--- src/rtl/dsp_mac_pipe_if.sv ---
// rtl/dsp_mac_pipe_if.sv - operand/result bundle for the pipelined DSP MAC
interface dsp_mac_pipe_if #(
    parameter int A_WIDTH = 18,
    parameter int B_WIDTH = 18,
    parameter int P_WIDTH = 48
);
    logic                       CE;
    logic                       IN_VALID;
    logic [A_WIDTH-1:0]         A;
    logic [B_WIDTH-1:0]         B;
    logic [B_WIDTH-1:0]         D;
    logic [P_WIDTH-1:0]         C;
    logic [P_WIDTH-1:0]         PCIN;
    logic [7:0]                 OPMODE;
    logic                       OUT_VALID;
    logic [B_WIDTH-1:0]         BCOUT;
    logic [A_WIDTH+B_WIDTH-1:0] M;
    logic [P_WIDTH-1:0]         P;
    logic [P_WIDTH-1:0]         PCOUT;
    logic                       CARRYOUT;
    logic                       OVERFLOW;
    logic                       PATTERNDETECT;

    modport master (
        output CE, IN_VALID, A, B, D, C, PCIN, OPMODE,
        input  OUT_VALID, BCOUT, M, P, PCOUT, CARRYOUT, OVERFLOW, PATTERNDETECT
    );

    modport slave (
        input  CE, IN_VALID, A, B, D, C, PCIN, OPMODE,
        output OUT_VALID, BCOUT, M, P, PCOUT, CARRYOUT, OVERFLOW, PATTERNDETECT
    );
endinterface

--- src/rtl/dsp_mac_pipe.sv ---
// rtl/dsp_mac_pipe.sv - pre-adder, signed multiplier and post-adder/accumulator pipeline
module dsp_mac_pipe #(
    parameter int               A_WIDTH  = 18,
    parameter int               B_WIDTH  = 18,
    parameter int               P_WIDTH  = 48,
    parameter int               AREG     = 1,
    parameter int               MREG     = 1,
    parameter int               PREG     = 1,
    parameter int               SATURATE = 0,
    parameter logic [P_WIDTH-1:0] PATTERN = '0
) (
    input logic           CLK,
    input logic           RST,
    dsp_mac_pipe_if.slave bus
);
    localparam int M_WIDTH   = A_WIDTH + B_WIDTH;
    localparam int DAB_WIDTH = 2 * B_WIDTH + A_WIDTH;
    localparam int XD_WIDTH  = (DAB_WIDTH < P_WIDTH) ? DAB_WIDTH : P_WIDTH;

    // Stage 1 view of the sample
    logic signed [A_WIDTH-1:0] a1;
    logic signed [B_WIDTH-1:0] b1, d1;
    logic [P_WIDTH-1:0]        c1, pcin1;
    logic [7:0]                op1;
    logic                      v1;

    generate
        if (AREG != 0) begin : g_s1_reg
            logic signed [A_WIDTH-1:0] a_q;
            logic signed [B_WIDTH-1:0] b_q, d_q;
            logic [P_WIDTH-1:0]        c_q, pcin_q;
            logic [7:0]                op_q;
            logic                      v_q;
            // Stage 1: capture operands, mode and valid together
            always_ff @(posedge CLK) begin
                if (RST) begin
                    a_q <= '0; b_q <= '0; d_q <= '0; c_q <= '0;
                    pcin_q <= '0; op_q <= '0; v_q <= 1'b0;
                end else if (bus.CE) begin
                    a_q <= bus.A; b_q <= bus.B; d_q <= bus.D; c_q <= bus.C;
                    pcin_q <= bus.PCIN; op_q <= bus.OPMODE; v_q <= bus.IN_VALID;
                end
            end
            assign a1 = a_q; assign b1 = b_q; assign d1 = d_q; assign c1 = c_q;
            assign pcin1 = pcin_q; assign op1 = op_q; assign v1 = v_q;
        end else begin : g_s1_wire
            assign a1 = bus.A; assign b1 = bus.B; assign d1 = bus.D; assign c1 = bus.C;
            assign pcin1 = bus.PCIN; assign op1 = bus.OPMODE; assign v1 = bus.IN_VALID;
        end
    endgenerate

    // Pre-adder wraps at B_WIDTH; its output optionally replaces B at the multiplier
    logic signed [B_WIDTH-1:0] pre_sum, bcout;
    logic signed [M_WIDTH-1:0] prod;
    logic [XD_WIDTH-1:0]       xd1;
    logic [5:0]                opm1;

    assign pre_sum = op1[6] ? (d1 - b1) : (d1 + b1);
    assign bcout   = op1[4] ? pre_sum : b1;
    assign prod    = $signed({{B_WIDTH{a1[A_WIDTH-1]}}, a1}) *
                     $signed({{A_WIDTH{bcout[B_WIDTH-1]}}, bcout});
    assign xd1     = XD_WIDTH'({d1, a1, b1});
    // Only the post-adder mode bits travel further: {sub, cin, z[1:0], x[1:0]}
    assign opm1    = {op1[7], op1[5], op1[3:0]};

    // Stage M view of the sample
    logic signed [M_WIDTH-1:0] m2;
    logic [P_WIDTH-1:0]        c2, pcin2;
    logic [XD_WIDTH-1:0]       xd2;
    logic [5:0]                opm2;
    logic                      v2;

    generate
        if (MREG != 0) begin : g_m_reg
            logic signed [M_WIDTH-1:0] m_q;
            logic [P_WIDTH-1:0]        c_q, pcin_q;
            logic [XD_WIDTH-1:0]       xd_q;
            logic [5:0]                opm_q;
            logic                      v_q;
            // Stage M: register the product alongside the rest of its sample
            always_ff @(posedge CLK) begin
                if (RST) begin
                    m_q <= '0; c_q <= '0; pcin_q <= '0; xd_q <= '0;
                    opm_q <= '0; v_q <= 1'b0;
                end else if (bus.CE) begin
                    m_q <= prod; c_q <= c1; pcin_q <= pcin1; xd_q <= xd1;
                    opm_q <= opm1; v_q <= v1;
                end
            end
            assign m2 = m_q; assign c2 = c_q; assign pcin2 = pcin_q;
            assign xd2 = xd_q; assign opm2 = opm_q; assign v2 = v_q;
        end else begin : g_m_wire
            assign m2 = prod; assign c2 = c1; assign pcin2 = pcin1;
            assign xd2 = xd1; assign opm2 = opm1; assign v2 = v1;
        end
    endgenerate

    // Post-adder operands, sum and flags
    logic [P_WIDTH-1:0] pfb, x_mux, z_mux, p_d;
    logic [P_WIDTH:0]   x_cin, sum_d;
    logic               ovf_d, sub;

    assign sub = opm2[5];

    // X/Z operand select, P_WIDTH+1 bit add/subtract, overflow and clamp
    always_comb begin
        x_mux = '0;
        z_mux = '0;
        case (opm2[1:0])
            2'd1:    x_mux = {{(P_WIDTH-M_WIDTH){m2[M_WIDTH-1]}}, m2};
            2'd2:    x_mux = pfb;
            2'd3:    x_mux = P_WIDTH'(xd2);
            default: x_mux = '0;
        endcase
        case (opm2[3:2])
            2'd1:    z_mux = pcin2;
            2'd2:    z_mux = pfb;
            2'd3:    z_mux = c2;
            default: z_mux = '0;
        endcase
        x_cin = {1'b0, x_mux} + {{P_WIDTH{1'b0}}, opm2[4]};
        sum_d = sub ? ({1'b0, z_mux} - x_cin) : ({1'b0, z_mux} + x_cin);
        ovf_d = ((x_mux[P_WIDTH-1] ^ sub) == z_mux[P_WIDTH-1]) &&
                (sum_d[P_WIDTH-1] != z_mux[P_WIDTH-1]);
        p_d   = sum_d[P_WIDTH-1:0];
        if ((SATURATE != 0) && ovf_d) begin
            p_d = z_mux[P_WIDTH-1] ? {1'b1, {(P_WIDTH-1){1'b0}}}
                                   : {1'b0, {(P_WIDTH-1){1'b1}}};
        end
    end

    generate
        if (PREG != 0) begin : g_p_reg
            logic [P_WIDTH-1:0] p_q;
            logic               co_q, ovf_q, pd_q, vo_q;
            // Stage P: result only moves on a valid sample so feedback sees the last result
            always_ff @(posedge CLK) begin
                if (RST) begin
                    p_q <= '0; co_q <= 1'b0; ovf_q <= 1'b0;
                    pd_q <= (PATTERN == '0); vo_q <= 1'b0;
                end else if (bus.CE) begin
                    vo_q <= v2;
                    if (v2) begin
                        p_q   <= p_d;
                        co_q  <= sum_d[P_WIDTH];
                        ovf_q <= ovf_d;
                        pd_q  <= (p_d == PATTERN);
                    end
                end
            end
            assign pfb               = p_q;
            assign bus.P             = p_q;
            assign bus.PCOUT         = p_q;
            assign bus.CARRYOUT      = co_q;
            assign bus.OVERFLOW      = ovf_q;
            assign bus.PATTERNDETECT = pd_q;
            assign bus.OUT_VALID     = vo_q;
        end else begin : g_p_wire
            assign pfb               = '0;
            assign bus.P             = p_d;
            assign bus.PCOUT         = p_d;
            assign bus.CARRYOUT      = sum_d[P_WIDTH];
            assign bus.OVERFLOW      = ovf_d;
            assign bus.PATTERNDETECT = (p_d == PATTERN);
            assign bus.OUT_VALID     = v2;
        end
    endgenerate

    assign bus.BCOUT = bcout;
    assign bus.M     = m2;
endmodule

--- src/flat_wrapper.sv ---
// flat-port wrapper written by rule: the top's interface ports become plain ports
module dsp_mac_pipe_flat 
#(
    parameter int               A_WIDTH  = 18,
    parameter int               B_WIDTH  = 18,
    parameter int               P_WIDTH  = 48,
    parameter int               AREG     = 1,
    parameter int               MREG     = 1,
    parameter int               PREG     = 1,
    parameter int               SATURATE = 0,
    parameter logic [P_WIDTH-1:0] PATTERN = '0
)
  (CLK, RST, bus_CE, bus_IN_VALID, bus_A, bus_B, bus_D, bus_C, bus_PCIN, bus_OPMODE, bus_OUT_VALID, bus_BCOUT, bus_M, bus_P, bus_PCOUT, bus_CARRYOUT, bus_OVERFLOW, bus_PATTERNDETECT);
  dsp_mac_pipe_if #(.A_WIDTH(A_WIDTH), .B_WIDTH(B_WIDTH), .P_WIDTH(P_WIDTH)) bus_i ();
  input logic CLK;
  input logic RST;
  input wire logic [$bits(bus_i.CE)-1:0] bus_CE;
  input wire logic [$bits(bus_i.IN_VALID)-1:0] bus_IN_VALID;
  input wire logic [$bits(bus_i.A)-1:0] bus_A;
  input wire logic [$bits(bus_i.B)-1:0] bus_B;
  input wire logic [$bits(bus_i.D)-1:0] bus_D;
  input wire logic [$bits(bus_i.C)-1:0] bus_C;
  input wire logic [$bits(bus_i.PCIN)-1:0] bus_PCIN;
  input wire logic [$bits(bus_i.OPMODE)-1:0] bus_OPMODE;
  output wire logic [$bits(bus_i.OUT_VALID)-1:0] bus_OUT_VALID;
  output wire logic [$bits(bus_i.BCOUT)-1:0] bus_BCOUT;
  output wire logic [$bits(bus_i.M)-1:0] bus_M;
  output wire logic [$bits(bus_i.P)-1:0] bus_P;
  output wire logic [$bits(bus_i.PCOUT)-1:0] bus_PCOUT;
  output wire logic [$bits(bus_i.CARRYOUT)-1:0] bus_CARRYOUT;
  output wire logic [$bits(bus_i.OVERFLOW)-1:0] bus_OVERFLOW;
  output wire logic [$bits(bus_i.PATTERNDETECT)-1:0] bus_PATTERNDETECT;
  assign bus_i.CE = bus_CE;
  assign bus_i.IN_VALID = bus_IN_VALID;
  assign bus_i.A = bus_A;
  assign bus_i.B = bus_B;
  assign bus_i.D = bus_D;
  assign bus_i.C = bus_C;
  assign bus_i.PCIN = bus_PCIN;
  assign bus_i.OPMODE = bus_OPMODE;
  assign bus_OUT_VALID = bus_i.OUT_VALID;
  assign bus_BCOUT = bus_i.BCOUT;
  assign bus_M = bus_i.M;
  assign bus_P = bus_i.P;
  assign bus_PCOUT = bus_i.PCOUT;
  assign bus_CARRYOUT = bus_i.CARRYOUT;
  assign bus_OVERFLOW = bus_i.OVERFLOW;
  assign bus_PATTERNDETECT = bus_i.PATTERNDETECT;
  dsp_mac_pipe #(.A_WIDTH(A_WIDTH), .B_WIDTH(B_WIDTH), .P_WIDTH(P_WIDTH), .AREG(AREG), .MREG(MREG), .PREG(PREG), .SATURATE(SATURATE), .PATTERN(PATTERN)) u_core (.CLK(CLK), .RST(RST), .bus(bus_i));
endmodule
--- config.mk ---
export PLATFORM = sky130hd
export DESIGN_NAME = dsp_mac_pipe_flat
export DESIGN_NICKNAME = d
export VERILOG_FILES = /design/src/rtl/dsp_mac_pipe_if.sv /design/src/rtl/dsp_mac_pipe.sv /design/src/flat_wrapper.sv
export SDC_FILE = /design/constraint.sdc
export NUM_CORES = 2
export LEC_CHECK = 0
export CAP_MARGIN = 40
export CORE_ASPECT_RATIO = 1.1
export CORE_MARGIN = 10
export CORE_UTILIZATION = 45
export CTS_CLUSTER_DIAMETER = 150
export DETAILED_ROUTE_END_ITERATION = 7
export PLACE_DENSITY = 0.67
export SLEW_MARGIN = 20
export SYNTH_ARGS = -nofsm -noshare
export SYNTH_HDL_FRONTEND = slang
export SYNTH_SLANG_ARGS = --single-unit
--- constraint.sdc ---
create_clock -name CLK -period 9.2 [get_ports CLK]
set_input_delay 1.84 -clock CLK [delete_from_list [all_inputs] [get_ports CLK]]
set_output_delay 1.84 -clock CLK [all_outputs]
set_load 0.05 [all_outputs]
==> metrics.md <==
| Metric | Value |
|---|---|
| Clk_lat worst skew | 0.63 ns |
| DRT Pass-1 Iters | 5 |
| Pin count of the biggest net entering global routing | 233 |
| GR peak layer | met2 |
| Vias | 28570 |
| Post-layout util | 53.76% |
| Drt drc | 0 |
| Sequential share of the synthesized area | 22.72% |
| Layout Cells excl Fill | 5312 |
| Sequential cell area | 7976 um^2 |
| Worst hold path type | reg -> reg |
| Synth top area cells | dfxtp_1, fa_1, mux2i_1 |
| Peak VDD IR | 0.0001840 V |
| Simple-Gate Fraction of Synth Area | 16.48% |
| Post-Syn Area | 35070 um^2 |
| Cell Pwr Density | 183.8 nW/um^2 |
| Io pins | 316 |
| Fill count | 7232 |
| Post-DRT Antenna Nets | 0 |
| Clock tree buffer depth | 3 |
| Share of cells above drive strength 1 | 9.376% |
| Crit path required time | 9.66 ns |
| Leakage Power | 18.63 nW |
| Footprint of the multi-input gates | 24550 um^2 |
| Gr ovfl total | 0 |
| NumNets Final | 4899 |
| Post-synthesis compound-gate area fraction | 10.10% |
| Most common cell after layout, fill and taps aside | nor2_1 |
| R2r endpoint | u_core.bus.M[35] |
| Hold buffer count at cts | 0 |
| Post-synth EDFFs | 0 |
| Dpl cells | 5207 |
| Final Hold Slack | 0.4728 ns |
| PortBufs | 315 |
| Post-Synthesis Cells | 3995 |
| Most frequent CP cell | fa_1 |
| GRT Util Overall | 23.98% |
| Syn Area/Cell | 8.778 um^2 |
| Global-route wire length before repair | 171100 um |
| Asr flop ratio synth | 0% |
| Max Fclk | 0.1120 GHz |
| Max Clock Skew | 0.06718 ns |
| R2r startpoint | u_core.b1[1] |
| Largest family of logic cells by synthesized area | adder cells |
| R2R Setup Slk | 0.27 ns |
| Status | finished, final reports clean |
| Cell variety after synth | 92 |
| Hold depth | 2 |
| Area Overhead vs Synth | 18.63% |
| Final setup viols | 0 |
| CP startpoint kind | flip-flop |
| GPL Wtd Cong | 0.9257 |
| Initial antenna violation count | 0 |
| Mapped Nets | 4650 |
| Starting density of the core | 45.32% |
| Top FF cell, synth | dfxtp_1 |
| Max-slew headroom | 39.30% |
| Clock Sinks | 398 |
| Post-DP HPWL | 85420 um |
| Wire length per cell | 20.64 um |
| Clock H-tree levels | 2 |
| M1 GR Usage | 32.33% |
| Final WL | 109600 um |
| Core area | 77380 um^2 |
| Met3 GRT Util | 5.573% |
| Hold Vio Cnt, Final | 0 |
| Hold endpoint | u_core.bus.PATTERNDETECT |
| Mux contribution to synthesized area | 13.12% |
| Worst R2R Path Depth | 42 |
| Max Cap Violations | 0 |
| Met2 GRT Util | 38.42% |
| Die Wd | 286.2 um |
| Min-Delay Startpoint | u_core.bus.PATTERNDETECT |
| CP peak stage delay | 0.49 ns |
| Vias in the first global route | 28950 |
| Largest area contributor in the netlist | dfxtp_1 |
| Root Driver | clkbuf_16 |
| Drt initial violations | 1835 |
| Tcrit/Tclk final | 97.05% |
| Crit path kind | reg -> reg |
| Worst-path clk slew | 0.06 ns |
| Slew Limit Fails | 0 |
| Yosys Warn Count | 0 |
| FP Rows | 107 |
| Post-synth top area share | 22.72% |
| Most frequent cells in the layout | nor2_1, inv_1, dfxtp_1, mux2i_1, nand2_1 |
| CTS tree | built |
| Post-Synth Adder-Cell Area | 24.68% |
| Critical path endpoint category | flip-flop |
| Vias/cell | 5.378 |
| Final min period | 8.929 ns |
| CTS Buf Count | 46 |
| #FFs+latches synth | 398 |
| Setup TNS | 0 ns |
| N_diodes | 0 |
| Worst Tran Pin Value | 0.9105 ns |
| Die area | 89500 um^2 |
| Die Y | 312.8 um |
| Xor-xnor portion of the synthesized cell area | 4.796% |
| Worst-path maximum fanout | 5 |
| Critical path arrival | 9.39 ns |
| CP max stage cell | fa_1 |
stage by stage:
stage	worst slack [ns]	cell area [um^2]	power [mW]
after global routing	-0.1063	41600	8.141
after global placement	-0.04686	39240	5.540
after floorplan	0.06572	35090	4.370
final	0.2715	41600	7.645
after CTS	0.008598	41070	7.576
after detailed placement	-0.1876	39450	5.554
worst max-delay path: cells and delay by family, from the launching register on:
kind / cells / cell delay [ns]
compound gates: 15 / 2.34
xor+xnor: 2 / 0.34
fa+ha+maj: 9 / 3.40
buf+inv: 10 / 0.96
flops: 1 / 0.34
mux: 1 / 0.28
simple gates: 5 / 1.08
synth_stat cells (13+ instances only):
cell         n
nand4_1     33
ha_1       162
mux2_2      73
o2bb2ai_1   18
a211oi_1    24
and3_1      16
a21oi_1    159
fa_1       331
buf_4       54
nand3_1     38
xor2_1      68
o21ai_0     55
a21o_1      48
nor2_1     520
nor3_1      29
and2_1     142
buf_1       51
mux2i_1    375
or3_1       13
a31oi_1     29
inv_1      417
nand2b_1    15
a22o_1      57
clkbuf_1   152
xnor2_1    124
dfxtp_1    398
nand2_1    348
nor2b_1     18
nor4_1      20
kinds of logic after synthesis:
| logic type | Yosys count |
|---|---|
| multiplexers | 450 |
| flip-flops | 398 |
| XOR/XNOR | 192 |
| AND/OR/NAND/NOR | 1253 |
| adder cells (fa/ha/maj) | 493 |
| AO/OA/AOI/OAI | 521 |
| buffers and inverters | 688 |
power by group:
| part | internal, mW | leakage, nW | total (mW) | switching [mW] |
|---|---|---|---|---|
| clock | 1.15 | 0.783 | 1.96 | 0.803 |
| sequential | 1.84 | 3.26 | 1.98 | 0.144 |
| combinational | 1.57 | 14.6 | 3.71 | 2.14 |
| total | 4.56 | 18.6 | 7.64 | 3.09 |
worst max path at each step:
| stage | from | end | slack, ns |
|---|---|---|---|
| after global routing | u_core.b1[1] | u_core.bus.M[33] | -0.11 |
| after floorplan | u_core.g_s1_reg.op_q[6] | u_core.bus.M[35] | 0.07 |
| after global placement | u_core.b1[0] | u_core.bus.M[34] | -0.05 |
| after detailed placement | u_core.b1[0] | u_core.bus.M[34] | -0.19 |
| after CTS | u_core.b1[0] | u_core.bus.M[35] | 0.009 |
| final | u_core.b1[1] | u_core.bus.M[35] | 0.27 |
final cells by class:
cell class                      count  share of cell area, %
Sequential cell                   398                  19.18
Clock inverter                     21                 0.7881
Timing Repair inverter              1                0.01203
Tap cell                         1035                  3.113
Multi-Input combinational cell   2909                  59.01
Timing Repair Buffer              471                  11.06
Inverter                          417                  3.778
Clock buffer                       60                  3.062
flip-flops by register name, summed over array words and instances (netlist names), 6 cells and up:
| name | cells |
|---|---|
| u_core.a1 | 18 |
| u_core.b1 | 18 |
| u_core.bus.M | 36 |
| u_core.bus.P | 48 |
| u_core.c1 | 48 |
| u_core.c2 | 48 |
| u_core.d1 | 18 |
| u_core.g_m_reg.opm_q | 6 |
| u_core.g_m_reg.pcin_q | 48 |
| u_core.g_m_reg.xd_q | 48 |
| u_core.g_s1_reg.op_q | 8 |
| u_core.g_s1_reg.pcin_q | 48 |
timing repair:
action / in CTS / in global routing
cloned: 0 / 3
gates resized for setup: 9 / 76
pin swaps: 2 / 40
setup buffers: 1 / 16
endpoints found under the setup margin: 4 / 12
layer usage:
metal	vias to the layer above	part of all wire (%)
met1	13880	44
li1	13660	-
met2	868	45
met5	-	0
met4	0	2.7
met3	165	7.4
Note: power is estimated with default switching activity, not from simulation.
